$ cat config.mk
export PLATFORM = sky130hd
export DESIGN_NAME = ppm_frame_ctrl
export DESIGN_NICKNAME = d
export VERILOG_FILES = /design/src/rtl/ppm_pkg.sv /design/src/rtl/ppm_timeout_cnt.sv /design/src/rtl/ppm_frame_ctrl.sv
export SDC_FILE = /design/constraint.sdc
export NUM_CORES = 1
export LEC_CHECK = 0
export CORE_ASPECT_RATIO = 1.2
export CORE_MARGIN = 4
export CORE_UTILIZATION = 55
export CTS_BUF_LIST = sky130_fd_sc_hd__clkbuf_8
export DETAILED_ROUTE_END_ITERATION = 16
export PLACE_DENSITY = 0.91
export REMOVE_ABC_BUFFERS = 1
export SLEW_MARGIN = 20
export SYNTH_ARGS = -nofsm -noshare
export SYNTH_HDL_FRONTEND = slang
export SYNTH_HIERARCHICAL = 1
export SYNTH_SLANG_ARGS = --single-unit
$ cat constraint.sdc
create_clock -name clk16 -period 3 [get_ports clk16]
set_clock_uncertainty 0.1 [all_clocks]
set_input_delay 0.6 -clock clk16 [delete_from_list [all_inputs] [get_ports clk16]]
set_output_delay 0.6 -clock clk16 [all_outputs]
set_load 0.01 [all_outputs]
$ cat src/rtl/ppm_pkg.sv
// ---------------------------------------------------------------------------
// ppm_pkg
//   Shared definitions for the PPM decoder frame controller.
//   - state_t : frame controller FSM encoding (IDLE / RECV / ERR).
//               The fourth code, 2'd3, is never entered; the FSM sends it
//               back to IDLE.
//   - len_w() : width needed to hold a frame length of 0..max_len.
//   - to_w()  : width of the inter-byte timeout counter.
// ---------------------------------------------------------------------------
package ppm_pkg;

  typedef enum logic [1:0] {
    IDLE = 2'd0,
    RECV = 2'd1,
    ERR  = 2'd2
  } state_t;

  // A frame length counter must represent max_len itself, hence the +1.
  function automatic int len_w(input int max_len);
    return $clog2(max_len + 1);
  endfunction

  // The timer only ever counts up to timeout-1, so $clog2(timeout) bits
  // are enough; clamp to one bit so tiny timeouts still give a legal vector.
  function automatic int to_w(input int timeout);
    return (timeout < 3) ? 1 : $clog2(timeout);
  endfunction

endpackage

$ cat src/rtl/ppm_timeout_cnt.sv
// ---------------------------------------------------------------------------
// ppm_timeout_cnt
//   Inter-byte timeout counter for the frame controller.
//   Ports:
//     clk16   in   sampling clock, posedge
//     rst_n   in   asynchronous active-low reset
//     clear   in   forces the count back to zero (has priority)
//     enable  in   one idle cycle inside a frame: count up
//     expire  out  combinational pulse; high in the idle cycle whose
//                  increment would bring the count to TIMEOUT-1
//   The count returns to zero on expiry so it is already idle when the
//   controller leaves RECV.
// ---------------------------------------------------------------------------
module ppm_timeout_cnt
  import ppm_pkg::*;
#(
  parameter int TIMEOUT = 255,
  localparam int TO_W   = to_w(TIMEOUT)
) (
  input  logic clk16,
  input  logic rst_n,
  input  logic clear,
  input  logic enable,
  output logic expire
);

  logic [TO_W-1:0] count;

  // Expiry is flagged one increment early so that the controller's state
  // change lands on the same edge at which the count would reach TIMEOUT-1.
  assign expire = enable && (count == TO_W'(TIMEOUT - 2));

  always_ff @(posedge clk16 or negedge rst_n) begin
    if (!rst_n) begin
      count <= '0;
    end else if (clear || expire) begin
      count <= '0;
    end else if (enable) begin
      count <= count + TO_W'(1);
    end
  end

endmodule

$ cat src/rtl/ppm_frame_ctrl.sv
// ---------------------------------------------------------------------------
// ppm_frame_ctrl
//   Frame controller for the PPM decoder datapath. Tracks SOF/EOF framing,
//   forwards decoded words to the byte sink through a registered output with
//   a one-cycle valid pulse, counts frame length and flags overflow and
//   inter-byte timeout. Sits between the symbol/byte assembler and the sink.
//   Ports:
//     clk16         in   sampling clock, all logic on posedge
//     rst_n         in   asynchronous active-low reset
//     sof_rcv_in    in   1-cycle start-of-frame pulse
//     eof_rcv_in    in   1-cycle end-of-frame pulse
//     onebyte_in    in   1-cycle strobe, dout_data valid this cycle
//     dout_data     in   decoded word from the assembler
//     Dout          out  registered accepted word
//     dout_valid    out  1-cycle pulse, Dout updated this cycle
//     state         out  FSM state (IDLE=0, RECV=1, ERR=2)
//     frame_len     out  words accepted in the current / last frame
//     frame_done    out  1-cycle pulse after a clean EOF
//     err_overflow  out  sticky, cleared by the next SOF
//     err_timeout   out  sticky, cleared by the next SOF
//   A strobe at cycle N appears on Dout/dout_valid at N+1; no backpressure.
// ---------------------------------------------------------------------------
module ppm_frame_ctrl
  import ppm_pkg::*;
#(
  parameter int DATA_W  = 8,
  parameter int MAX_LEN = 64,
  parameter int TIMEOUT = 255,
  localparam int LEN_W  = len_w(MAX_LEN)
) (
  input  logic              clk16,
  input  logic              rst_n,
  input  logic              sof_rcv_in,
  input  logic              eof_rcv_in,
  input  logic              onebyte_in,
  input  logic [DATA_W-1:0] dout_data,
  output logic [DATA_W-1:0] Dout,
  output logic              dout_valid,
  output logic [1:0]        state,
  output logic [LEN_W-1:0]  frame_len,
  output logic              frame_done,
  output logic              err_overflow,
  output logic              err_timeout
);

  state_t cur_state;
  state_t nstate;

  logic len_full;
  logic timer_clear;
  logic timer_enable;
  logic timer_expire;

  assign state    = cur_state;
  assign len_full = (frame_len == LEN_W'(MAX_LEN));

  // The timer only runs on genuinely idle RECV cycles; any framing event or
  // strobe, or being outside RECV, holds it at zero.
  assign timer_clear  = (cur_state != RECV) || eof_rcv_in || sof_rcv_in || onebyte_in;
  assign timer_enable = !timer_clear;

  ppm_timeout_cnt #(
    .TIMEOUT (TIMEOUT)
  ) u_timeout (
    .clk16  (clk16),
    .rst_n  (rst_n),
    .clear  (timer_clear),
    .enable (timer_enable),
    .expire (timer_expire)
  );

  // Next-state logic. Inside RECV the events are resolved in strict
  // priority: EOF, then SOF restart, then strobe (overflow or accept), then
  // the idle timeout.
  always_comb begin
    nstate = cur_state;
    case (cur_state)
      IDLE: begin
        if (sof_rcv_in) nstate = RECV;
      end
      RECV: begin
        if (eof_rcv_in) begin
          nstate = IDLE;
        end else if (sof_rcv_in) begin
          nstate = RECV;
        end else if (onebyte_in) begin
          nstate = len_full ? ERR : RECV;
        end else if (timer_expire) begin
          nstate = ERR;
        end
      end
      ERR: begin
        if (sof_rcv_in) nstate = RECV;
      end
      default: nstate = IDLE;
    endcase
  end

  // State register and registered output stage. dout_valid and frame_done
  // are single-cycle pulses, so they default low every cycle.
  always_ff @(posedge clk16 or negedge rst_n) begin
    if (!rst_n) begin
      cur_state    <= IDLE;
      Dout         <= '0;
      dout_valid   <= 1'b0;
      frame_len    <= '0;
      frame_done   <= 1'b0;
      err_overflow <= 1'b0;
      err_timeout  <= 1'b0;
    end else begin
      cur_state  <= nstate;
      dout_valid <= 1'b0;
      frame_done <= 1'b0;
      case (cur_state)
        IDLE, ERR: begin
          if (sof_rcv_in) begin
            Dout         <= '0;
            frame_len    <= '0;
            err_overflow <= 1'b0;
            err_timeout  <= 1'b0;
          end
        end
        RECV: begin
          if (eof_rcv_in) begin
            // A word arriving with EOF still belongs to this frame. If the
            // frame is already full that word is lost and the end is not
            // reported as clean.
            if (onebyte_in && len_full) begin
              err_overflow <= 1'b1;
            end else begin
              frame_done <= 1'b1;
              if (onebyte_in) begin
                Dout       <= dout_data;
                dout_valid <= 1'b1;
                frame_len  <= frame_len + LEN_W'(1);
              end
            end
          end else if (sof_rcv_in) begin
            frame_len <= '0;
          end else if (onebyte_in) begin
            if (len_full) begin
              err_overflow <= 1'b1;
            end else begin
              Dout       <= dout_data;
              dout_valid <= 1'b1;
              frame_len  <= frame_len + LEN_W'(1);
            end
          end else if (timer_expire) begin
            err_timeout <= 1'b1;
          end
        end
        default: begin
        end
      endcase
    end
  end

endmodule

==> Yosys cells after proc, flatten, opt, wreduce, memory -nomap -nowiden <==
Index checks and enable logic that the tools add are counted.
{ "totals": {"output_inout_bits": 21, "regBits": 29, "input_bits": 13} }
{ "op_classes": {"n_mux": 47, "add_sub_neg": 2, "n_reduce_logical": 15, "n_eq_ne": 22} }
{ "op_table": {"columns": ["cell", "n"], "rows": [
  ["$mux W8", 9],
  ["$mux W7", 7],
  ["$ne A3 B3 Y1 const B", 8],
  ["$reduce_and A6 Y1", 4],
  ["$mux W1", 20],
  ["$pmux W8 S2", 1],
  ["$pmux W7 S2", 1],
  ["$mux W2", 6],
  ["$add A8 B1 Y8 const B", 1],
  ["$eq A8 B8 Y1 const B", 1],
  ["$ne A2 B1 Y1 const B", 4],
  ["$ne A2 B2 Y1 const B", 4],
  ["$add A7 B1 Y7 const B", 1],
  ["$eq A7 B7 Y1 const B", 1],
  ["$ne A5 B4 Y1 const B", 1],
  ["$logic_or A1 B1 Y1", 4],
  ["$ne A4 B4 Y1 const B", 1],
  ["$pmux W1 S2", 2],
  ["$pmux W2 S2", 1],
  ["$eq A2 B1 Y1 const B", 1],
  ["$eq A2 B2 Y1 const B", 1],
  ["$logic_and A1 B1 Y1", 2],
  ["$logic_not A2 Y1", 1],
  ["$reduce_and A2 Y1", 1],
  ["3 further kinds", 3]
]} }

==> Longest topological paths before layout <==
{ "logic_depth": {"ltp_word": 11, "ltp_mapped": 8, "ltp_nobuf": 7} }

==> Cells and area by module <==
Netlist, hierarchy kept.
{ "modules_own_cells": {"columns": ["module", "seq_area_each_um2", "area_per_inst_um2", "instances", "cells_per_inst"], "rows": [
  ["ppm_frame_ctrl", 525.5, 1044.8, 1, 108],
  ["ppm_timeout_cnt", 200.2, 432.9, 1, 45]
]} }

==> Worst setup path before layout <==
OpenSTA, ideal clock, no wires.
{ "synth_path": {"path_kind": "input to register", "startpoint": "input sof_rcv_in", "endpoint": "register cur_state[1] (netlist: state[1])", "path_stages": 7, "path_buffers": 1, "path_slack_ps": 840, "arrival_ps": 1982, "setup_time_ps": 77, "path_cell_list": "nor4_1 buf_4 nand4_1 nor2_1 nand2_1 a211o_1 a21oi_1"} }
{ "synth_between": {"elab_chain_cells": 6, "elab_cells_between_ends": 10, "classes_between": "2 x eq/ne; 3 x mux; 5 x reduce/logical"} }
{ "synth_lines": {"columns": ["item", "line_no", "rtl"], "rows": [
  ["from (decl)", "ppm_frame_ctrl.sv:33", "input logic sof_rcv_in,"],
  ["$logic_or A1 B1 Y1 (2 in a row)", "ppm_frame_ctrl.sv:59", "assign timer_clear = (cur_state != RECV) || eof_rcv_in || sof_rcv_in || onebyte_in;"],
  ["$logic_not A1 Y1", "ppm_frame_ctrl.sv:60", "assign timer_enable = !timer_clear;"],
  ["$logic_and A1 B1 Y1", "ppm_timeout_cnt.sv:31", "assign expire = enable && (count == TO_W'(TIMEOUT - 2));"],
  ["named net timer_expire", "ppm_frame_ctrl.sv:52", "logic timer_expire;"],
  ["$ne A5 B4 Y1 (no line)", null, null],
  ["$reduce_and A2 Y1 (no line)", null, null],
  ["to (signal assigned)", "ppm_frame_ctrl.sv:111", "cur_state <= nstate;"],
  ["to (decl)", "ppm_frame_ctrl.sv:46", "state_t cur_state;"]
]} }
The timed path passes the listed nets, and every way through them passes these cells.
A chain may end at the register's enable or synchronous reset.

==> Final worst setup path <==
{ "layout_path": {"startpoint": "input eof_rcv_in", "endpoint": "register cur_state[1] (netlist: state[1])"} }
{ "layout_between": {"elab_chain_cells": 7, "elab_cells_between_ends": 9, "classes_between": "1 x eq/ne; 2 x mux; 6 x reduce/logical"} }
{ "layout_lines": {"columns": ["item", "line_no", "rtl"], "rows": [
  ["from (decl)", "ppm_frame_ctrl.sv:34", "input logic eof_rcv_in,"],
  ["$logic_or A1 B1 Y1 (3 in a row)", "ppm_frame_ctrl.sv:59", null],
  ["$logic_not A1 Y1", "ppm_frame_ctrl.sv:60", null],
  ["named net timer_enable", "ppm_frame_ctrl.sv:51", "logic timer_enable;"],
  ["$logic_and A1 B1 Y1", "ppm_timeout_cnt.sv:31", null],
  ["named net timer_expire", "ppm_frame_ctrl.sv:52", null],
  ["$ne A5 B4 Y1 (no line)", null, null],
  ["$reduce_and A2 Y1 (no line)", null, null]
]} }
The timed path passes the listed nets, and every way through them passes these cells.

==> results by group <==
Power and ir drop
  • Leakage: about 0.89 nW
  • Sw Ratio: a little under a third
  • Combinational power share: 32.9%
  • Int Pwr: about 0.98 mW
  • Flop pwr share: a little under two fifths
  • Power Density: 722 mW/mm²
  • NetSw: approximately 0.44 mW
  • Worst vdd rail ir drop: 531 µV
  • Clock power frac: 29.4%

Timing
  • Fin Setup TNS: 0 ns
  • Fmax achieved: around 0.40 GHz
  • Final setup vio count: 0
  • Max-slew violations: 0
  • RSZ-0062 raised after global routing: no
  • Final critical-path required period: between 2 and 2.5 ns
  • Endpoints failing hold: 0
  • Crit share post-route: between 80% and 90%
  • Least-Margin Pin Slew: 0.523 ns
  • Relative slew slack: between 60% and 70%

Route
  • Routed len/inst: around 14 µm
  • WL met3: approximately 230 µm
  • Uppermost layer routed: met4
  • Met2 wire length: between 1500 and 2000 µm
  • Via Count: 1244
  • Vias per inst: about 5.5
  • DRC viols: 0
  • Number of DRC markers in iteration 0: 74
  • TritonRoute pass-1 iters: 4
  • WL final: between 3000 and 4000 µm
  • Wire length on met1: between 1000 and 1500 µm
  • Final antenna-violating net count: 0

Worst hold path
  • Tightest Hold Check Type: register to register
  • Hold Path End: err_overflow
  • Hold path cells: 2
  • Hold path start: err_overflow

Clock network
  • Resized Gates After CTS: 0
  • Setup Fix Bufs, Post-CTS: 0
  • Reg clk slew, reported paths: around 0.060 ns
  • H-tree depth: 2
  • Clk buf depth: 2
  • Root Buffer: clkbuf_8
  • Num CTS Buffers: 5
  • Post-cts hold buffer count: 0
  • Clock net sink count: 29
  • CTS tree: built
  • Clock Latency Late Sink: between 0.2 and 0.3 ns

Setup path
  • CP required: around 3.1 ns
  • Critical path fanouts, max: 5
  • Cell count of the worst reg-to-reg path: 7
  • Critical path class: input pin to register
  • RR Endpoint: state[1]
  • CP arrival: approximately 2.6 ns
  • Worst r2r src: state[1]
  • Worst R2R Setup Slack: around 0.8 ns
  • Crit. End Element: register
  • Startpoint Class: input pin

Placed design
  • Post-DP HPWL: ~2300 µm
  • PortBufs: 33
  • Area after DPL: between 0.0015 and 0.002 mm²
  • GP Congestion: 0.848
  • Inst Count DP: 217

Synth
  • Main flop type after synthesis: dfrtp_1
  • Synthesis warning total: 6
  • Yosys top cell by area: dfrtp_1
  • Synth async-reset ratio: 100%
  • Mapped Area: approximately 0.0015 mm²
  • Count of cell types in the netlist: 36
  • Largest cells by area after synthesis: dfrtp_1, mux2i_1, inv_1, nand2_1, nand4_1
  • #FFs+latches synth: 29
  • Post-synth EDFFs: 0
  • Top cell type's share of synthesized area: 49.1%
  • Syn avg cell area: between 9 and 10 µm²
  • Syn Inst Count: ~150
  • Sequential area share after synthesis: between 40% and 50%

GRT
  • Maximum number of pins on one net before global-route repair: 30
  • First-pass GRT wire length: 5530 µm
  • Total GRT Usage: between 20% and 30%
  • Vias in the first global route: 1288
  • Gr ovfl total: 0
  • Initial antenna violation count: 0

Run status
  • Status: completed

Layout
  • Most frequent cells in the layout: clkdlybuf4s50_1, dfrtp_1, inv_1, nand2_1, mux2i_1
  • Final core utilization: around three quarters
  • Design area: 0.00195 mm²
  • Layout Cells excl Fill: around 230
  • Nets: between 200 and 250
  • Layout cells sized above 1: under 10%
  • Commonest non-fill, non-tap cell in the layout: clkdlybuf4s50_1
  • Area growth syn-to-layout: 32.3%
  • N_diodes: 0

Floorplan
  • Die area: 0.00358 mm²
  • Ports: 34
  • Num rows: 20
  • Die span in x: around 55 µm
  • Initial Util: between 50 and 60%
  • Core Area: ~0.0026 mm²
  • Die Y: between 60 and 70 µm

Run
  • Max capacitance violation total: 0
[through the flow]
step	worst slack (ns)	total power [mW]	hold slack (ns)
2_1_floorplan	0.259	0.755	0.204
3_3_place_gp	0.462	0.976	0.393
4_1_cts	0.547	1.42	0.405
5_1_grt	0.393	1.49	0.416
3_5_place_dp	0.374	0.998	0.390
6_report	0.516	1.41	0.408
[registers in the layout (all words and copies together) (netlist names)]
signal           cells
Dout                 8
u_timeout/count      8
frame_len            7
state                2
dout_valid           1
err_overflow         1
err_timeout          1
frame_done           1
[Yosys cell counts (2+ instances only)]
cell type / number
nand2_1: 16
or2_4: 2
nor2_1: 9
dfrtp_1: 29
a31oi_1: 2
and3_1: 2
nand2b_1: 3
a21oi_1: 6
nand3_1: 7
xor2_1: 2
o21ai_0: 4
inv_1: 20
nand4_1: 9
clkbuf_1: 2
mux2i_1: 10
or3_1: 3
xnor2_1: 2
ha_1: 4
a211oi_1: 4
[how the worst max path moves through the flow]
stage | start | end | slack [ns]
2_1_floorplan | sof_rcv_in | state[1] | 0.26
3_3_place_gp | onebyte_in | state[1] | 0.46
3_5_place_dp | eof_rcv_in | state[1] | 0.37
4_1_cts | eof_rcv_in | state[1] | 0.55
5_1_grt | eof_rcv_in | state[1] | 0.39
6_report | eof_rcv_in | state[1] | 0.52
[cell families (layout without fill, tap and decap cells)]
family | count (synthesis) | in the layout | synth area share (%)
AO/OA/AOI/OAI | 22 | 22 | 9.48
XOR/XNOR | 4 | 4 | 2.37
adder cells (fa/ha/maj) | 4 | 4 | 3.39
buffers and inverters | 24 | 63 | 6.86
flip-flops | 29 | 29 | 49.1
multiplexers | 10 | 10 | 6.77
AND/OR/NAND/NOR | 60 | 60 | 22.0
[final cells by class]
class                      count  area, µm²
clock buffer                   6       82.6
sequential                    29        726
fill                         193        598
tap                           33       41.3
clock inverter                 2       33.8
inverter                      20       75.1
timing repair buffer          35        345
multi-input combinational    100        651
[metal layers]
metal,GRT usage [%],vias to the layer above
met5,0,-
met4,13.1,0
met3,6.18,14
met2,34.2,53
met1,21.4,572
li1,-,605
[worst max-delay path, cell delays in order]
cell and delay (ns):
clkdlybuf4s50_1 0.50, nor4_1 0.49, nand4_1 0.30, nor2_1 0.20
nand2_1 0.08, a211o_1 0.28, a21oi_1 0.14
[power groups by stage]
stage               clock [mW]  combinational [mW]  sequential (mW)
floorplan                    0               0.189            0.566
global placement             0               0.446            0.530
detailed placement           0               0.463            0.535
CTS                      0.421               0.470            0.532
global route             0.440               0.506            0.544
finish                   0.414               0.464            0.532
Power figures use the tool's default switching activity.
